--- src/rtl/multicycle_ctrl.sv ---
// -----------------------------------------------------------------------------
// multicycle_ctrl
//
// Control FSM for the 16-bit multi-cycle datapath. It fetches through MAR/MDR/IR,
// decodes op_code/dst/src1/src2, and then sequences register loads, X-bus
// drivers, register-bank accesses and the ALU function for each cycle. It also
// owns the memory read/write handshake and a latched zero flag used by BZ.
//
// Parameters
//   PC_STEP      PC increment carried by the thash2 bus constant (only 2 is
//                supported).
//
// Ports
//   clk          rising-edge clock
//   rst          synchronous active-low reset
//   op_code      [4:0] opcode from the instruction decoder
//   dst/src1/src2[2:0] register fields from the instruction decoder
//   addr_mode    [1:0] unused in this revision
//   flags        [3:0] ALU flags, bit3 = Z
//   mem_ready    memory completes the current access this cycle
//   ld*          datapath load strobes (ldR, ldSP tied low)
//   t*           X-bus drivers, at most one active (tMAR, tR, thash4 tied low)
//   rchoosein    [2:0] register-bank write select
//   rchooseout   [2:0] register-bank read select
//   reg_write/reg_read register-bank strobes
//   funSel       [1:0] ALU function: 00 PASS X, 01 ADD, 10 SUB, 11 AND
//   mem_rd/mem_wr memory requests, held until mem_ready
//   halted       core is in HALT
//   illegal      one-cycle pulse in DEC on an undefined opcode
//
// Build option
//   CTRL_ILLEGAL_TRAP_EN  when defined, undefined opcodes pulse `illegal` and
//                         enter HALT; otherwise they behave as NOP and
//                         `illegal` stays 0.
//
// Outputs are decoded combinationally from the state register and are forced
// to 0 whenever rst is low, so a reset taken during a memory wait drops the
// request in the same cycle.
// -----------------------------------------------------------------------------
module multicycle_ctrl #(
  parameter int PC_STEP = 2
) (
  input  logic       clk,
  input  logic       rst,
  input  logic [4:0] op_code,
  input  logic [2:0] dst,
  input  logic [2:0] src1,
  input  logic [2:0] src2,
  input  logic [1:0] addr_mode,
  input  logic [3:0] flags,
  input  logic       mem_ready,
  output logic       ldMDR,
  output logic       ldMDB,
  output logic       ldMAR,
  output logic       ldIR,
  output logic       ldPC,
  output logic       ldR,
  output logic       ldSP,
  output logic       ldYreg,
  output logic       tMDR,
  output logic       tMAR,
  output logic       tPC,
  output logic       tR,
  output logic       treg,
  output logic       thash4,
  output logic       thash2,
  output logic [2:0] rchoosein,
  output logic [2:0] rchooseout,
  output logic       reg_write,
  output logic       reg_read,
  output logic [1:0] funSel,
  output logic       mem_rd,
  output logic       mem_wr,
  output logic       halted,
  output logic       illegal
);

  typedef enum logic [4:0] {
    ST_F0   = 5'd0,
    ST_F1   = 5'd1,
    ST_FW   = 5'd2,
    ST_F2   = 5'd3,
    ST_DEC  = 5'd4,
    ST_E0   = 5'd5,
    ST_E1   = 5'd6,
    ST_I0   = 5'd7,
    ST_I1   = 5'd8,
    ST_IW   = 5'd9,
    ST_M0   = 5'd10,
    ST_M1   = 5'd11,
    ST_M2   = 5'd12,
    ST_S1   = 5'd13,
    ST_S2   = 5'd14,
    ST_J0   = 5'd15,
    ST_HALT = 5'd16
  } state_t;

  localparam logic [4:0] OP_NOP  = 5'b00000;
  localparam logic [4:0] OP_ADD  = 5'b00001;
  localparam logic [4:0] OP_SUB  = 5'b00010;
  localparam logic [4:0] OP_AND  = 5'b00011;
  localparam logic [4:0] OP_MOV  = 5'b00100;
  localparam logic [4:0] OP_LDI  = 5'b00101;
  localparam logic [4:0] OP_LD   = 5'b00110;
  localparam logic [4:0] OP_ST   = 5'b00111;
  localparam logic [4:0] OP_JMP  = 5'b01000;
  localparam logic [4:0] OP_BZ   = 5'b01001;
  localparam logic [4:0] OP_HALT = 5'b11111;

  localparam logic [1:0] FUN_PASS = 2'b00;
  localparam logic [1:0] FUN_ADD  = 2'b01;
  localparam logic [1:0] FUN_SUB  = 2'b10;
  localparam logic [1:0] FUN_AND  = 2'b11;

  state_t     state_r;
  state_t     next_s;
  logic [4:0] op_r;
  logic [2:0] dst_r;
  logic [2:0] src1_r;
  logic [2:0] src2_r;
  logic       zflag_r;

  // addr_mode, the non-Z flags and PC_STEP do not affect sequencing.
  logic unused_s;
  assign unused_s = ^{addr_mode, flags[2:0], (PC_STEP == 2)};

  // Permanently idle strobes and bus drivers.
  assign ldR    = 1'b0;
  assign ldSP   = 1'b0;
  assign tMAR   = 1'b0;
  assign tR     = 1'b0;
  assign thash4 = 1'b0;

  // State register.
  always_ff @(posedge clk) begin
    if (!rst) begin
      state_r <= ST_F0;
    end else begin
      state_r <= next_s;
    end
  end

  // Instruction fields captured in DEC so execution does not depend on the
  // decoder holding them; zero flag captured at the end of ALU-op E1 only.
  always_ff @(posedge clk) begin
    if (!rst) begin
      op_r    <= OP_NOP;
      dst_r   <= 3'd0;
      src1_r  <= 3'd0;
      src2_r  <= 3'd0;
      zflag_r <= 1'b0;
    end else begin
      if (state_r == ST_DEC) begin
        op_r   <= op_code;
        dst_r  <= dst;
        src1_r <= src1;
        src2_r <= src2;
      end else begin
        op_r   <= op_r;
        dst_r  <= dst_r;
        src1_r <= src1_r;
        src2_r <= src2_r;
      end
      if ((state_r == ST_E1) && (op_r != OP_MOV)) begin
        zflag_r <= flags[3];
      end else begin
        zflag_r <= zflag_r;
      end
    end
  end

  // Next-state and per-state output decode.
  always_comb begin
    next_s     = state_r;
    ldMDR      = 1'b0;
    ldMDB      = 1'b0;
    ldMAR      = 1'b0;
    ldIR       = 1'b0;
    ldPC       = 1'b0;
    ldYreg     = 1'b0;
    tMDR       = 1'b0;
    tPC        = 1'b0;
    treg       = 1'b0;
    thash2     = 1'b0;
    rchoosein  = 3'd0;
    rchooseout = 3'd0;
    reg_write  = 1'b0;
    reg_read   = 1'b0;
    funSel     = FUN_PASS;
    mem_rd     = 1'b0;
    mem_wr     = 1'b0;
    halted     = 1'b0;
    illegal    = 1'b0;
    if (!rst) begin
      next_s = ST_F0;
    end else begin
      case (state_r)
        // PC -> MAR and Yreg; I0 fetches the LDI immediate the same way.
        ST_F0, ST_I0: begin
          tPC    = 1'b1;
          ldMAR  = 1'b1;
          ldYreg = 1'b1;
          next_s = (state_r == ST_F0) ? ST_F1 : ST_I1;
        end
        // PC += 2 while the read is issued; ready here skips the wait state.
        ST_F1, ST_I1: begin
          thash2 = 1'b1;
          funSel = FUN_ADD;
          ldPC   = 1'b1;
          mem_rd = 1'b1;
          ldMDR  = mem_ready;
          if (mem_ready) begin
            next_s = (state_r == ST_F1) ? ST_F2 : ST_M2;
          end else begin
            next_s = (state_r == ST_F1) ? ST_FW : ST_IW;
          end
        end
        ST_FW, ST_IW, ST_M1: begin
          mem_rd = 1'b1;
          ldMDR  = mem_ready;
          if (mem_ready) begin
            next_s = (state_r == ST_FW) ? ST_F2 : ST_M2;
          end else begin
            next_s = state_r;
          end
        end
        ST_F2: begin
          tMDR   = 1'b1;
          ldIR   = 1'b1;
          next_s = ST_DEC;
        end
        ST_DEC: begin
          case (op_code)
            OP_NOP:                         next_s = ST_F0;
            OP_ADD, OP_SUB, OP_AND, OP_MOV: next_s = ST_E0;
            OP_LDI:                         next_s = ST_I0;
            OP_LD, OP_ST:                   next_s = ST_M0;
            OP_JMP:                         next_s = ST_J0;
            OP_BZ:                          next_s = zflag_r ? ST_J0 : ST_F0;
            OP_HALT:                        next_s = ST_HALT;
            default: begin
`ifdef CTRL_ILLEGAL_TRAP_EN
              illegal = 1'b1;
              next_s  = ST_HALT;
`else
              next_s  = ST_F0;
`endif
            end
          endcase
        end
        ST_E0: begin
          reg_read   = 1'b1;
          treg       = 1'b1;
          rchooseout = src1_r;
          ldYreg     = 1'b1;
          next_s     = ST_E1;
        end
        // MOV reuses E1 as a PASS of src1 into dst.
        ST_E1: begin
          reg_read   = 1'b1;
          treg       = 1'b1;
          rchoosein  = dst_r;
          reg_write  = 1'b1;
          next_s     = ST_F0;
          case (op_r)
            OP_ADD: begin rchooseout = src2_r; funSel = FUN_ADD;  end
            OP_SUB: begin rchooseout = src2_r; funSel = FUN_SUB;  end
            OP_AND: begin rchooseout = src2_r; funSel = FUN_AND;  end
            default: begin rchooseout = src1_r; funSel = FUN_PASS; end
          endcase
        end
        ST_M0: begin
          treg       = 1'b1;
          rchooseout = src1_r;
          ldMAR      = 1'b1;
          next_s     = (op_r == OP_ST) ? ST_S1 : ST_M1;
        end
        ST_M2: begin
          tMDR      = 1'b1;
          rchoosein = dst_r;
          reg_write = 1'b1;
          next_s    = ST_F0;
        end
        ST_S1: begin
          treg       = 1'b1;
          rchooseout = src2_r;
          ldMDR      = 1'b1;
          next_s     = ST_S2;
        end
        ST_S2: begin
          mem_wr = 1'b1;
          ldMDB  = 1'b1;
          next_s = mem_ready ? ST_F0 : ST_S2;
        end
        ST_J0: begin
          treg       = 1'b1;
          rchooseout = src1_r;
          ldPC       = 1'b1;
          next_s     = ST_F0;
        end
        ST_HALT: begin
          halted = 1'b1;
          next_s = ST_HALT;
        end
        default: begin
          next_s = ST_F0;
        end
      endcase
    end
  end

endmodule

--- config.mk ---
export PLATFORM = sky130hd
export DESIGN_NAME = multicycle_ctrl
export DESIGN_NICKNAME = d
export VERILOG_FILES = /design/src/rtl/multicycle_ctrl.sv
export SDC_FILE = /design/constraint.sdc
export NUM_CORES = 1
export LEC_CHECK = 0
export CAP_MARGIN = 20
export CORE_ASPECT_RATIO = 1.1
export CORE_MARGIN = 4
export CORE_UTILIZATION = 55
export DETAILED_ROUTE_END_ITERATION = 10
export DONT_BUFFER_PORTS = 1
export GPL_TIMING_DRIVEN = 0
export PLACE_DENSITY = 0.73
export SLEW_MARGIN = 40
export SYNTH_ARGS = -nofsm -noshare
export SYNTH_HDL_FRONTEND = slang
export SYNTH_SLANG_ARGS = --single-unit
--- constraint.sdc ---
create_clock -name clk -period 2.2 [get_ports clk]
set_clock_uncertainty 0.2 [all_clocks]
set_input_delay 0.11 -clock clk [delete_from_list [all_inputs] [get_ports clk]]
set_output_delay 0.11 -clock clk [all_outputs]
set_load 0.005 [all_outputs]
==> tab_implementation.tex, run 1 <==
\begin{tabular}{lr}
\hline
Metric & Value \\
\hline
\multicolumn{2}{l}{\textbf{Detailed routing}} \\
\quad Routed length on met2 & 2440 um \\
\quad First drt pass iteration count & 5 \\
\quad Detailed-routing wirelength on met1 & 1890 um \\
\quad Final wirelength & 4870 um \\
\quad Post-route antenna net violation count & 0 \\
\quad Average wire length per cell after detail routing & 16.3 um \\
\quad Vias per cell & 6.04 \\
\quad Remaining design rule violation count & 0 \\
\quad DR iter-0 viols & 126 \\
\quad Via Count & 1807 \\
\quad Routed met3 length & 449 um \\
\quad Highest layer used for signal routing & met4 \\
\multicolumn{2}{l}{\textbf{Critical path}} \\
\quad Worst r2r path cells & 10 \\
\quad Worst R2R Start & state\_r[0]\$\_SDFFE\_PN0P\_ \\
\quad Worst path required time & 1.89 ns \\
\quad Critical path start-end classification & reg2out \\
\quad Worst setup slack for register-to-register paths & 0.08 ns \\
\quad Endpoint kind of the worst setup timing path & output port \\
\quad Maximum fanout count along the critical path & 3 \\
\quad Startpoint kind of the worst setup timing path & register \\
\quad Worst reg2reg path endpoint & state\_r[1]\$\_SDFFE\_PN0P\_ \\
\quad Data arrival, critical path & 1.85 ns \\
\multicolumn{2}{l}{\textbf{Timing}} \\
\quad Number of hold-slack violations in the final timing report & 0 \\
\quad Setup Total Neg Slack & 0 ns \\
\quad Final hold slack & 0.00423 ns \\
\quad Setup repair after global routing missed its margin & true \\
\quad Final setup violation count & 0 \\
\quad Post-route worst setup slack & 0.0384 ns \\
\quad Slew Limit Fails & 0 \\
\quad Final worst path period need & 2.16 ns \\
\quad Fin crit share & 98.3\% \\
\quad Fmax achieved & 463 MHz \\
\multicolumn{2}{l}{\textbf{Final layout}} \\
\quad Ant. Diodes & 0 \\
\quad Post-route design area & 2090 um2 \\
\quad Number of standard cells in the layout, taps in and fillers out & 299 \\
\quad Proportion of layout cells with a drive suffix above 1 & 20.7\% \\
\quad Number of fill cells in the layout & 227 \\
\quad Area added between synthesis and finish & 28.6\% \\
\quad Nets & 293 \\
\quad Share of the core filled with cells & 74.7\% \\
\multicolumn{2}{l}{\textbf{Logic synthesis}} \\
\quad Sequential cell area fraction in the yosys report & 24.6\% \\
\quad Most common flop cell mapped by yosys & sky130\_fd\_sc\_hd\_\_dfxtp\_1 \\
\quad Number of flops mapped to enable cells by yosys & 0 \\
\quad Flip-flop and latch count after synthesis & 20 \\
\quad Mapped Avg Cell Area & 7.05 um2 \\
\quad Syn Inst Count & 231 \\
\quad Netlist Area Pre-Place & 1630 um2 \\
\quad Synth Warn \# & 0 \\
\quad Share of flip-flops with an asynchronous set or reset & 0\% \\
\quad Distinct cell type count after synthesis & 51 \\
\multicolumn{2}{l}{\textbf{Clock tree}} \\
\quad Total number of clock tree sinks & 20 \\
\quad Clock tree from TritonCTS & yes \\
\quad Inserted Clock Buffers & 3 \\
\quad Clock Latency Late Sink & 0.31 ns \\
\quad Maximum root-to-sink buffer count & 2 \\
\quad Clock root buffer master & sky130\_fd\_sc\_hd\_\_clkbuf\_4 \\
\quad CTS HTree Levels & 1 \\
\quad CTS clock-pin slew for the worst setup and hold paths & 0.12 ns \\
\multicolumn{2}{l}{\textbf{Floorplanning}} \\
\quad Area of the placeable core & 2800 um2 \\
\quad Ports & 52 \\
\quad Floorplan die area & 3900 um2 \\
\quad Initial cell density of the core & 58.1\% \\
\quad Horizontal die dimension & 59.9 um \\
\quad Floorplan die height & 65.1 um \\
\quad Placement Rows & 20 \\
\multicolumn{2}{l}{\textbf{Pwr}} \\
\quad Worst IR drop on VDD & 691 uV \\
\quad Power density over the cells & 966 nW/um2 \\
\quad Total power after layout & 2.02 mW \\
\quad Static power due to leakage & 0.793 nW \\
\multicolumn{2}{l}{\textbf{GRT}} \\
\quad Via count of the first global-routing pass & 1640 \\
\quad Global route total overflow & 0 \\
\quad Global Route Usage Sum & 25.4\% \\
\quad Pin count of the biggest net entering global routing & 12 \\
\quad Wire length of the first global-routing pass & 7670 um \\
\quad Number of antenna violations at the first check in global routing & 0 \\
\multicolumn{2}{l}{\textbf{Placement}} \\
\quad Placed Instance Area & 1690 um2 \\
\quad Total instance count after detailed placement & 269 \\
\quad Number of I/O port buffers & 0 \\
\quad Pre-CTS setup slack & -0.0838 ns \\
\quad Routability congestion estimate & 0.927 \\
\quad Detailed placement HPWL & 3280 um \\
\multicolumn{2}{l}{\textbf{Run}} \\
\quad Number of violations of the max-capacitance limit & 0 \\
\multicolumn{2}{l}{\textbf{Hold path}} \\
\quad Startpoint of the most critical hold path & op\_code[2] \\
\quad Hold Path Depth & 4 \\
\quad Worst hold path type & in2reg \\
\quad Worst hold path endpoint & state\_r[1]\$\_SDFFE\_PN0P\_ \\
\multicolumn{2}{l}{\textbf{Status}} \\
\quad Result of the run & finished, final reports clean \\
\hline
\end{tabular}
==> kinds of logic after synthesis <==
kind of cell,count (synthesis),share of synthesized area [%]
XOR/XNOR,3,1.61
multiplexers,2,1.23
buffers and inverters,29,9.45
other,1,0.230
AND/OR/NAND/NOR,114,34.6
flip-flops,20,24.6
adder cells (fa/ha/maj),3,2.30
AO/OA/AOI/OAI,59,26.0
==> worst max path at each step <==
| stage | from | end | slack, ns | cells past startpoint |
|---|---|---|---|---|
| floorplan | state_r[0]$_SDFFE_PN0P_ | state_r[1]$_SDFFE_PN0P_ | 0.16 | 10 |
| global placement | state_r[2]$_SDFFE_PN0P_ | state_r[1]$_SDFFE_PN0P_ | -0.09 | 10 |
| detailed placement | state_r[2]$_SDFFE_PN0P_ | state_r[1]$_SDFFE_PN0P_ | -0.08 | 10 |
| CTS | state_r[3]$_SDFFE_PN0P_ | rchooseout[2] | 0.001 | 6 |
| global route | op_r[4]$_SDFFE_PN0P_ | rchooseout[0] | -0.03 | 5 |
| finish | op_r[4]$_SDFFE_PN0P_ | rchooseout[2] | 0.04 | 5 |
==> synth_stat cells, types with 2 or more instances <==
library cell               count  share of area (%)
sky130_fd_sc_hd__nand2_1      39                9.0
sky130_fd_sc_hd__dfxtp_1      20                 25
sky130_fd_sc_hd__nor2_1       20                4.6
sky130_fd_sc_hd__nor3_1       12                3.7
sky130_fd_sc_hd__a21boi_1     10                4.6
sky130_fd_sc_hd__buf_4        10                4.6
sky130_fd_sc_hd__a21boi_0      9                4.1
sky130_fd_sc_hd__a21oi_1       9                2.8
sky130_fd_sc_hd__nand3_1       8                2.5
sky130_fd_sc_hd__inv_1         7                1.6
sky130_fd_sc_hd__buf_2         6                1.8
sky130_fd_sc_hd__nor2b_1       6                2.3
sky130_fd_sc_hd__and2_1        5                1.9
sky130_fd_sc_hd__clkbuf_1      5                1.2
sky130_fd_sc_hd__nand2b_1      5                1.9
sky130_fd_sc_hd__o21ai_0       5                1.5
sky130_fd_sc_hd__a22o_1        4                2.2
sky130_fd_sc_hd__a31oi_1       4                1.5
sky130_fd_sc_hd__and3_1        3                1.2
sky130_fd_sc_hd__ha_1          3                2.3
sky130_fd_sc_hd__o21ai_1       3               0.92
sky130_fd_sc_hd__a32oi_1       2                1.1
sky130_fd_sc_hd__mux2i_1       2                1.2
sky130_fd_sc_hd__nand4_1       2               0.77
sky130_fd_sc_hd__nor4_1        2               0.77
sky130_fd_sc_hd__o32ai_1       2                1.1
sky130_fd_sc_hd__or3_1         2               0.77
sky130_fd_sc_hd__or3_4         2                1.4
sky130_fd_sc_hd__xnor2_1       2                1.1
==> power breakdown <==
| group | internal [mW] | leakage, nW | switching, mW |
|---|---|---|---|
| Sequential | 0.425 | 0.165 | 0.0538 |
| Clock | 0.101 | 0.0210 | 0.120 |
| Combinational | 0.595 | 0.607 | 0.728 |
==> state kept, by name, summed over array words and instances (netlist names) <==
signal / count
op_r: 5
state_r: 5
dst_r: 3
src1_r: 3
src2_r: 3
zflag_r: 1
==> metal layers <==
layer,track usage (%),up-vias
met1,32.5,823
met3,3.98,13
li1,-,867
met4,11.9,0
met2,40.8,104
met5,0,-
==> timing repair <==
item | 4_1_cts | 5_1_grt
buffers inserted | 0 | 9
hold endpoints to repair | 20 | 0
gates resized for setup | 8 | 21
endpoints found under the setup margin | 8 | 5
pin swaps | 2 | 8
hold buffers | 18 | 0
==> worst max-delay path: stages (launching register included) <==
cell and delay [ns]:
sky130_fd_sc_hd__dfxtp_2 0.34, sky130_fd_sc_hd__or3_4 0.39, sky130_fd_sc_hd__o311a_1 0.35, sky130_fd_sc_hd__a21oi_2 0.13, sky130_fd_sc_hd__a211oi_2 0.06, sky130_fd_sc_hd__a22o_1 0.26
==> final cells by class <==
class                           count  area (um2)  area share [%]
Tap cell                           33        41.3            1.97
Inverter                            8        30.0            1.43
Buffer                             20         140            6.69
Sequential cell                    20         415            19.8
Multi-Input combinational cell    187        1160            55.3
Clock buffer                        4        36.3            1.73
Timing Repair Buffer               27         273            13.0
==> placed cells by master (no fill, tap or decap), drive strengths merged, types with 2 or more instances in the layout <==
cell type,count
a32oi,2
a31oi,4
nor4,2
nor2b,6
buf,24
xnor2,2
nand2,40
a211oi,2
and2,5
a22o,4
dfxtp,20
and2b,2
mux2i,2
and3,3
a21oi,10
or3,4
nand4,2
clkbuf,9
inv,8
nand2b,5
ha,3
o32ai,2
conb,6
o21ai,8
a21boi,19
dlygate4sd3,18
nand3,8
nor3,13
nor2,21
Note: power is estimated with default switching activity, not from simulation.
==> run 2: changes to the inputs <==
Settings changed: REMOVE_ABC_BUFFERS set to 1.
==> run 2 against run 1 <==
Effect of this change: worst hold slack improved by 0.014 ns; largest cell class unchanged; final cell count decreased by 4.7%; register-to-register slack improved by 0.03 ns; sequential share of layout area increased by 1.5 points; critical path type unchanged; design area decreased by 6.1%.
==> tab_implementation.tex, run 2 (synthesis results as in run 1) <==
\begin{tabular}{lr}
\hline
Metric & Value \\
\hline
\multicolumn{2}{l}{\textbf{Critical path}} \\
\quad Startpoint kind of the worst setup timing path & register \\
\quad Cell with the biggest individual delay on the critical path & sky130\_fd\_sc\_hd\_\_or3\_4 \\
\quad WP buf/inv & 0 \\
\quad Slowest stage delay, CP & 0.39 ns \\
\quad Worst path required time & 1.89 ns \\
\quad Data arrival, critical path & 1.86 ns \\
\quad Endpoint kind of the worst setup timing path & output port \\
\quad Critical path start-end classification & reg2out \\
\quad Maximum fanout count along the critical path & 3 \\
\quad CP Cell Sequence & or3\_4 > o311a\_1 > a21oi\_2 > a211oi\_2 > a22o\_1 \\
\quad Cell family with most CP delay & compound AO/OA/AOI/OAI gates \\
\multicolumn{2}{l}{\textbf{Detailed routing}} \\
\quad DR iter-0 viols & 145 \\
\quad Vias per cell & 6.24 \\
\quad Via Count & 1779 \\
\quad Final wirelength & 4860 um \\
\quad Post-route antenna net violation count & 0 \\
\quad Remaining design rule violation count & 0 \\
\quad First drt pass iteration count & 5 \\
\quad Average wire length per cell after detail routing & 17.1 um \\
\multicolumn{2}{l}{\textbf{Clock tree}} \\
\quad Clock Latency Late Sink & 0.31 ns \\
\quad Maximum root-to-sink buffer count & 2 \\
\quad Total number of clock tree sinks & 20 \\
\quad CTS HTree Levels & 1 \\
\quad Inserted Clock Buffers & 3 \\
\quad CTS clock-pin slew for the worst setup and hold paths & 0.12 ns \\
\quad Clock root buffer master & sky130\_fd\_sc\_hd\_\_clkbuf\_4 \\
\quad Clock tree from TritonCTS & yes \\
\multicolumn{2}{l}{\textbf{GRT}} \\
\quad Global Route Usage Sum & 24.5\% \\
\quad Pin count of the biggest net entering global routing & 18 \\
\quad Number of antenna violations at the first check in global routing & 0 \\
\quad Global route total overflow & 0 \\
\quad Wire length of the first global-routing pass & 7340 um \\
\quad Via count of the first global-routing pass & 1559 \\
\multicolumn{2}{l}{\textbf{Floorplanning}} \\
\quad Placement Rows & 20 \\
\quad Floorplan die area & 3900 um2 \\
\quad Floorplan die height & 65.1 um \\
\quad Area of the placeable core & 2800 um2 \\
\quad Horizontal die dimension & 59.9 um \\
\quad Ports & 52 \\
\quad Initial cell density of the core & 58.1\% \\
\multicolumn{2}{l}{\textbf{Placement}} \\
\quad Routability congestion estimate & 0.816 \\
\quad Detailed placement HPWL & 2860 um \\
\quad Number of I/O port buffers & 0 \\
\quad Pre-CTS setup slack & -0.472 ns \\
\quad Placed Instance Area & 1570 um2 \\
\multicolumn{2}{l}{\textbf{Final layout}} \\
\quad Leading cell type in the layout, fill and taps excluded & sky130\_fd\_sc\_hd\_\_nand2\_1 \\
\quad Ant. Diodes & 0 \\
\quad Nets & 279 \\
\quad Largest registers & op\_r (5), state\_r (5) \\
\quad Most used cells in the layout excluding fill and tap cells & sky130\_fd\_sc\_hd\_\_nand2\_1, sky130\_fd\_sc\_hd\_\_nor2\_1, sky130\_fd\_sc\_hd\_\_dlygate4sd3\_1, sky130\_fd\_sc\_hd\_\_buf\_4, sky130\_fd\_sc\_hd\_\_dfxtp\_1 \\
\quad Post-route design area & 1970 um2 \\
\quad Area added between synthesis and finish & 20.7\% \\
\quad Proportion of layout cells with a drive suffix above 1 & 16.7\% \\
\multicolumn{2}{l}{\textbf{Pwr}} \\
\quad Power density over the cells & 1020 nW/um2 \\
\quad Static power due to leakage & 0.734 nW \\
\quad Worst IR drop on VDD & 849 uV \\
\multicolumn{2}{l}{\textbf{Timing}} \\
\quad Final setup violation count & 0 \\
\quad Post-route worst setup slack & 0.0349 ns \\
\quad Slew Limit Fails & 0 \\
\quad Fin crit share & 98.4\% \\
\quad Setup repair after global routing missed its margin & true \\
\quad Final worst path period need & 2.17 ns \\
\quad Worst-Margin Slew & 0.551 ns \\
\quad Fmax achieved & 462 MHz \\
\quad Slew headroom & 63.1\% \\
\quad Number of hold-slack violations in the final timing report & 0 \\
\multicolumn{2}{l}{\textbf{Run}} \\
\quad Number of violations of the max-capacitance limit & 0 \\
\multicolumn{2}{l}{\textbf{Hold path}} \\
\quad Worst hold path type & in2reg \\
\multicolumn{2}{l}{\textbf{Status}} \\
\quad Result of the run & finished, final reports clean \\
\hline
\end{tabular}
[run 2: worst min-delay path: cells and delay by family]
kind / cells / cell delay (ns)
AND/OR/NAND/NOR: 1 / 0.07
AO/OA/AOI/OAI: 3 / 0.31
[run 2: layout make-up]
type / instances / area (um2)
tap: 33 / 41.3
inverter: 8 / 30.0
timing repair buffer: 33 / 288
clock inverter: 1 / 30.0
clock buffer: 3 / 22.5
multi-input combinational: 187 / 1140
sequential: 20 / 419
fill: 236 / 836
[run 2: path summary, 6_finish.rpt]
path / slack [ns] / startpoint / to / cells after the start
min: 0.02 / op_code[3] / state_r[3]$_SDFFE_PN0P_ / 4
min reg2reg: 0.26 / dst_r[1]$_SDFFE_PN0P_ / dst_r[1]$_SDFFE_PN0P_ / 2
max: 0.03 / op_r[2]$_SDFFE_PN0P_ / rchooseout[2] / 5
max reg2reg: 0.11 / state_r[1]$_SDFFE_PN0P_ / state_r[1]$_SDFFE_PN0P_ / 9
[run 2: repair_timing]
item	in CTS	in global routing
resized for setup	10	10
pin swaps	0	8
hold endpoints to repair	20	0
setup endpoints to repair	16	8
setup buffers	6	10
hold buffers	17	0
[run 2: power breakdown]
part | internal (mW) | switching (mW)
combinational | 0.524 | 0.675
sequential | 0.430 | 0.0760
clock | 0.184 | 0.118
[run 2: stage by stage]
step	setup TNS, ns	power, mW	utilization [%]	cells	hold WS [ns]
finish	0	2.01	70.2	285	0.0185
global route	-0.118	2.15	70.2	285	0.0502
CTS	0	1.80	66.3	275	0.00217
detailed placement	-1.45	1.35	55.8	248	0.0453
global placement	-1.49	1.34	55.8	248	0.0417
floorplan	-0.213	1.17	-	215	0.0306
[run 2: per-layer routing]
metal  global-route usage [%]  vias to the layer above  wire (um)
met5                        0                        -          0
met4                     9.97                        0         97
met3                     4.98                       12        454
met2                     39.2                      105       2400
met1                     31.6                      822       1910
li1                         -                      840          -
==> run 3: changes to the inputs <==
Settings changed: CORE_MARGIN 4 to 1.5.
==> run 3 against run 2 <==
Effect of this change: sequential cell count did not move; die area fell by 15%; setup slack improved by 0.023 ns; final cell count fell by 2.1%; maximum frequency rose by 1.1%; non-clock buffer count fell by 6; largest cell class unchanged.
==> tab_implementation.tex, run 3 (synthesis results as in run 1) <==
\begin{tabular}{lr}
\hline
Metric & Value \\
\hline
\multicolumn{2}{l}{\textbf{Final layout}} \\
\quad Largest registers & op\_r (5), state\_r (5) \\
\quad Area added between synthesis and finish & 18.5\% \\
\quad Ant. Diodes & 0 \\
\quad Leading cell type in the layout, fill and taps excluded & sky130\_fd\_sc\_hd\_\_nand2\_1 \\
\quad Nets & 273 \\
\quad Area occupied by multi-input gates & 1150 um2 \\
\quad Number of fill cells in the layout & 238 \\
\quad Register Area & 418 um2 \\
\quad Post-route design area & 1930 um2 \\
\quad Proportion of layout cells with a drive suffix above 1 & 14.6\% \\
\quad Most used cells in the layout excluding fill and tap cells & sky130\_fd\_sc\_hd\_\_nand2\_1, sky130\_fd\_sc\_hd\_\_nor2\_1, sky130\_fd\_sc\_hd\_\_dlygate4sd3\_1, sky130\_fd\_sc\_hd\_\_dfxtp\_1, sky130\_fd\_sc\_hd\_\_nor3\_1 \\
\multicolumn{2}{l}{\textbf{Detailed routing}} \\
\quad Final wirelength & 4640 um \\
\quad DR iter-0 viols & 131 \\
\quad Average wire length per cell after detail routing & 16.6 um \\
\quad Vias per cell & 6.26 \\
\quad First drt pass iteration count & 4 \\
\quad Remaining design rule violation count & 0 \\
\quad Post-route antenna net violation count & 0 \\
\quad Via Count & 1746 \\
\multicolumn{2}{l}{\textbf{Critical path}} \\
\quad CP Cell Sequence & buf\_2 > nor2b\_4 > nand3\_2 > o31a\_1 > nor3\_4 > a22o\_1 \\
\quad Data arrival, critical path & 1.83 ns \\
\quad Path length in cells of the critical path & 6 \\
\quad Endpoint kind of the worst setup timing path & output port \\
\quad Cell with the biggest individual delay on the critical path & sky130\_fd\_sc\_hd\_\_dfxtp\_4 \\
\quad Critical path start-end classification & reg2out \\
\quad Slowest stage delay, CP & 0.40 ns \\
\quad Maximum fanout count along the critical path & 7 \\
\quad Startpoint kind of the worst setup timing path & register \\
\quad Worst path required time & 1.89 ns \\
\quad Cell family with most CP delay & compound AO/OA/AOI/OAI gates \\
\quad Worst r2r path cells & 6 \\
\quad WP buf/inv & 1 \\
\multicolumn{2}{l}{\textbf{Status}} \\
\quad Result of the run & finished, final reports clean \\
\multicolumn{2}{l}{\textbf{GRT}} \\
\quad Global Route Usage Sum & 26.8\% \\
\quad Number of antenna violations at the first check in global routing & 0 \\
\quad Wire length of the first global-routing pass & 6440 um \\
\quad Global route total overflow & 0 \\
\quad Via count of the first global-routing pass & 1354 \\
\quad Pin count of the biggest net entering global routing & 18 \\
\multicolumn{2}{l}{\textbf{Run}} \\
\quad Number of violations of the max-capacitance limit & 0 \\
\multicolumn{2}{l}{\textbf{Floorplanning}} \\
\quad Floorplan die area & 3300 um2 \\
\quad Placement Rows & 20 \\
\quad Ports & 52 \\
\quad Floorplan die height & 60.1 um \\
\quad Area of the placeable core & 2800 um2 \\
\quad Horizontal die dimension & 54.9 um \\
\quad Initial cell density of the core & 58.1\% \\
\multicolumn{2}{l}{\textbf{Timing}} \\
\quad Fin crit share & 97.4\% \\
\quad Final setup violation count & 0 \\
\quad Post-route worst setup slack & 0.0582 ns \\
\quad Slew headroom & 61.9\% \\
\quad Final worst path period need & 2.14 ns \\
\quad Slew Limit Fails & 0 \\
\quad Final hold slack & 0.0113 ns \\
\quad Setup Total Neg Slack & 0 ns \\
\quad Number of hold-slack violations in the final timing report & 0 \\
\quad Worst-Margin Slew & 0.570 ns \\
\quad Fmax achieved & 467 MHz \\
\multicolumn{2}{l}{\textbf{Placement}} \\
\quad Placed Instance Area & 1570 um2 \\
\quad Routability congestion estimate & 0.839 \\
\quad Number of I/O port buffers & 0 \\
\quad Detailed placement HPWL & 2600 um \\
\quad Pre-CTS setup slack & -0.529 ns \\
\multicolumn{2}{l}{\textbf{Clock tree}} \\
\quad CTS HTree Levels & 1 \\
\quad Inserted Clock Buffers & 3 \\
\quad Total number of clock tree sinks & 20 \\
\quad Clock Latency Late Sink & 0.32 ns \\
\quad Clock tree from TritonCTS & yes \\
\quad Clock root buffer master & sky130\_fd\_sc\_hd\_\_clkbuf\_4 \\
\quad CTS clock-pin slew for the worst setup and hold paths & 0.13 ns \\
\quad Maximum root-to-sink buffer count & 2 \\
\multicolumn{2}{l}{\textbf{Pwr}} \\
\quad Worst IR drop on VDD & 676 uV \\
\quad Power density over the cells & 1000 nW/um2 \\
\quad Static power due to leakage & 0.707 nW \\
\multicolumn{2}{l}{\textbf{Hold path}} \\
\quad Worst hold path type & in2reg \\
\quad Hold Path Depth & 4 \\
\hline
\end{tabular}
run 3: cell count changes in the layout (fill, tap and decap cells not counted), sizes merged:
cell  change
buf       -6
run 3: final cells by class:
class,count,share of cell area [%]
clock buffers,3,1.17
clock inverters,1,1.56
inverters,8,1.56
multi-input cells,187,59.5
flip-flops and latches,20,21.6
well taps,33,2.14
repair buffers,27,12.4
run 3: metal layers:
metal	GRT usage (%)	up-vias	share of wire, %
met4	9.76	0	2.5
met5	0	-	0
met2	39.3	112	46
met3	5.50	14	8.8
met1	38.3	787	43
li1	-	833	-
run 3: tightest hold or removal path, delay by kind of cell:
| kind | cells | cell delay [ns] |
|---|---|---|
| AO/OA/AOI/OAI | 4 | 0.39 |
run 3: through the flow:
stage | total power [mW] | cells | util, %
5_1_grt | 2.06 | 279 | 68.9
2_1_floorplan | 1.17 | 215 | -
3_3_place_gp | 1.34 | 248 | 55.8
3_5_place_dp | 1.35 | 248 | 55.8
4_1_cts | 1.78 | 274 | 66.0
6_report | 1.94 | 279 | 68.9
run 3: worst paths after layout:
path                                 from                       to  slack [ns]
setup / recovery  state_r[0]$_SDFFE_PN0P_            rchooseout[0]        0.06
hold / removal                 op_code[2]  state_r[1]$_SDFFE_PN0P_        0.01
hold reg to reg     dst_r[2]$_SDFFE_PN0P_    dst_r[2]$_SDFFE_PN0P_        0.26
setup reg to reg  state_r[3]$_SDFFE_PN0P_     op_r[3]$_SDFFE_PN0P_        0.10
run 3: repair_timing:
item                                    in CTS  in global routing
hold buffers                                17                  0
endpoints found under the setup margin      17                 10
resized for setup                           10                 10
buffers inserted                             5                  5
pin swaps                                    1                  5
endpoints found under the hold margin       20                  0
run 3: where the power goes:
part | switching, mW | total, mW | internal (mW)
sequential | 0.0805 | 0.510 | 0.429
combinational | 0.657 | 1.12 | 0.458
clock | 0.128 | 0.312 | 0.184
total | 0.866 | 1.94 | 1.07
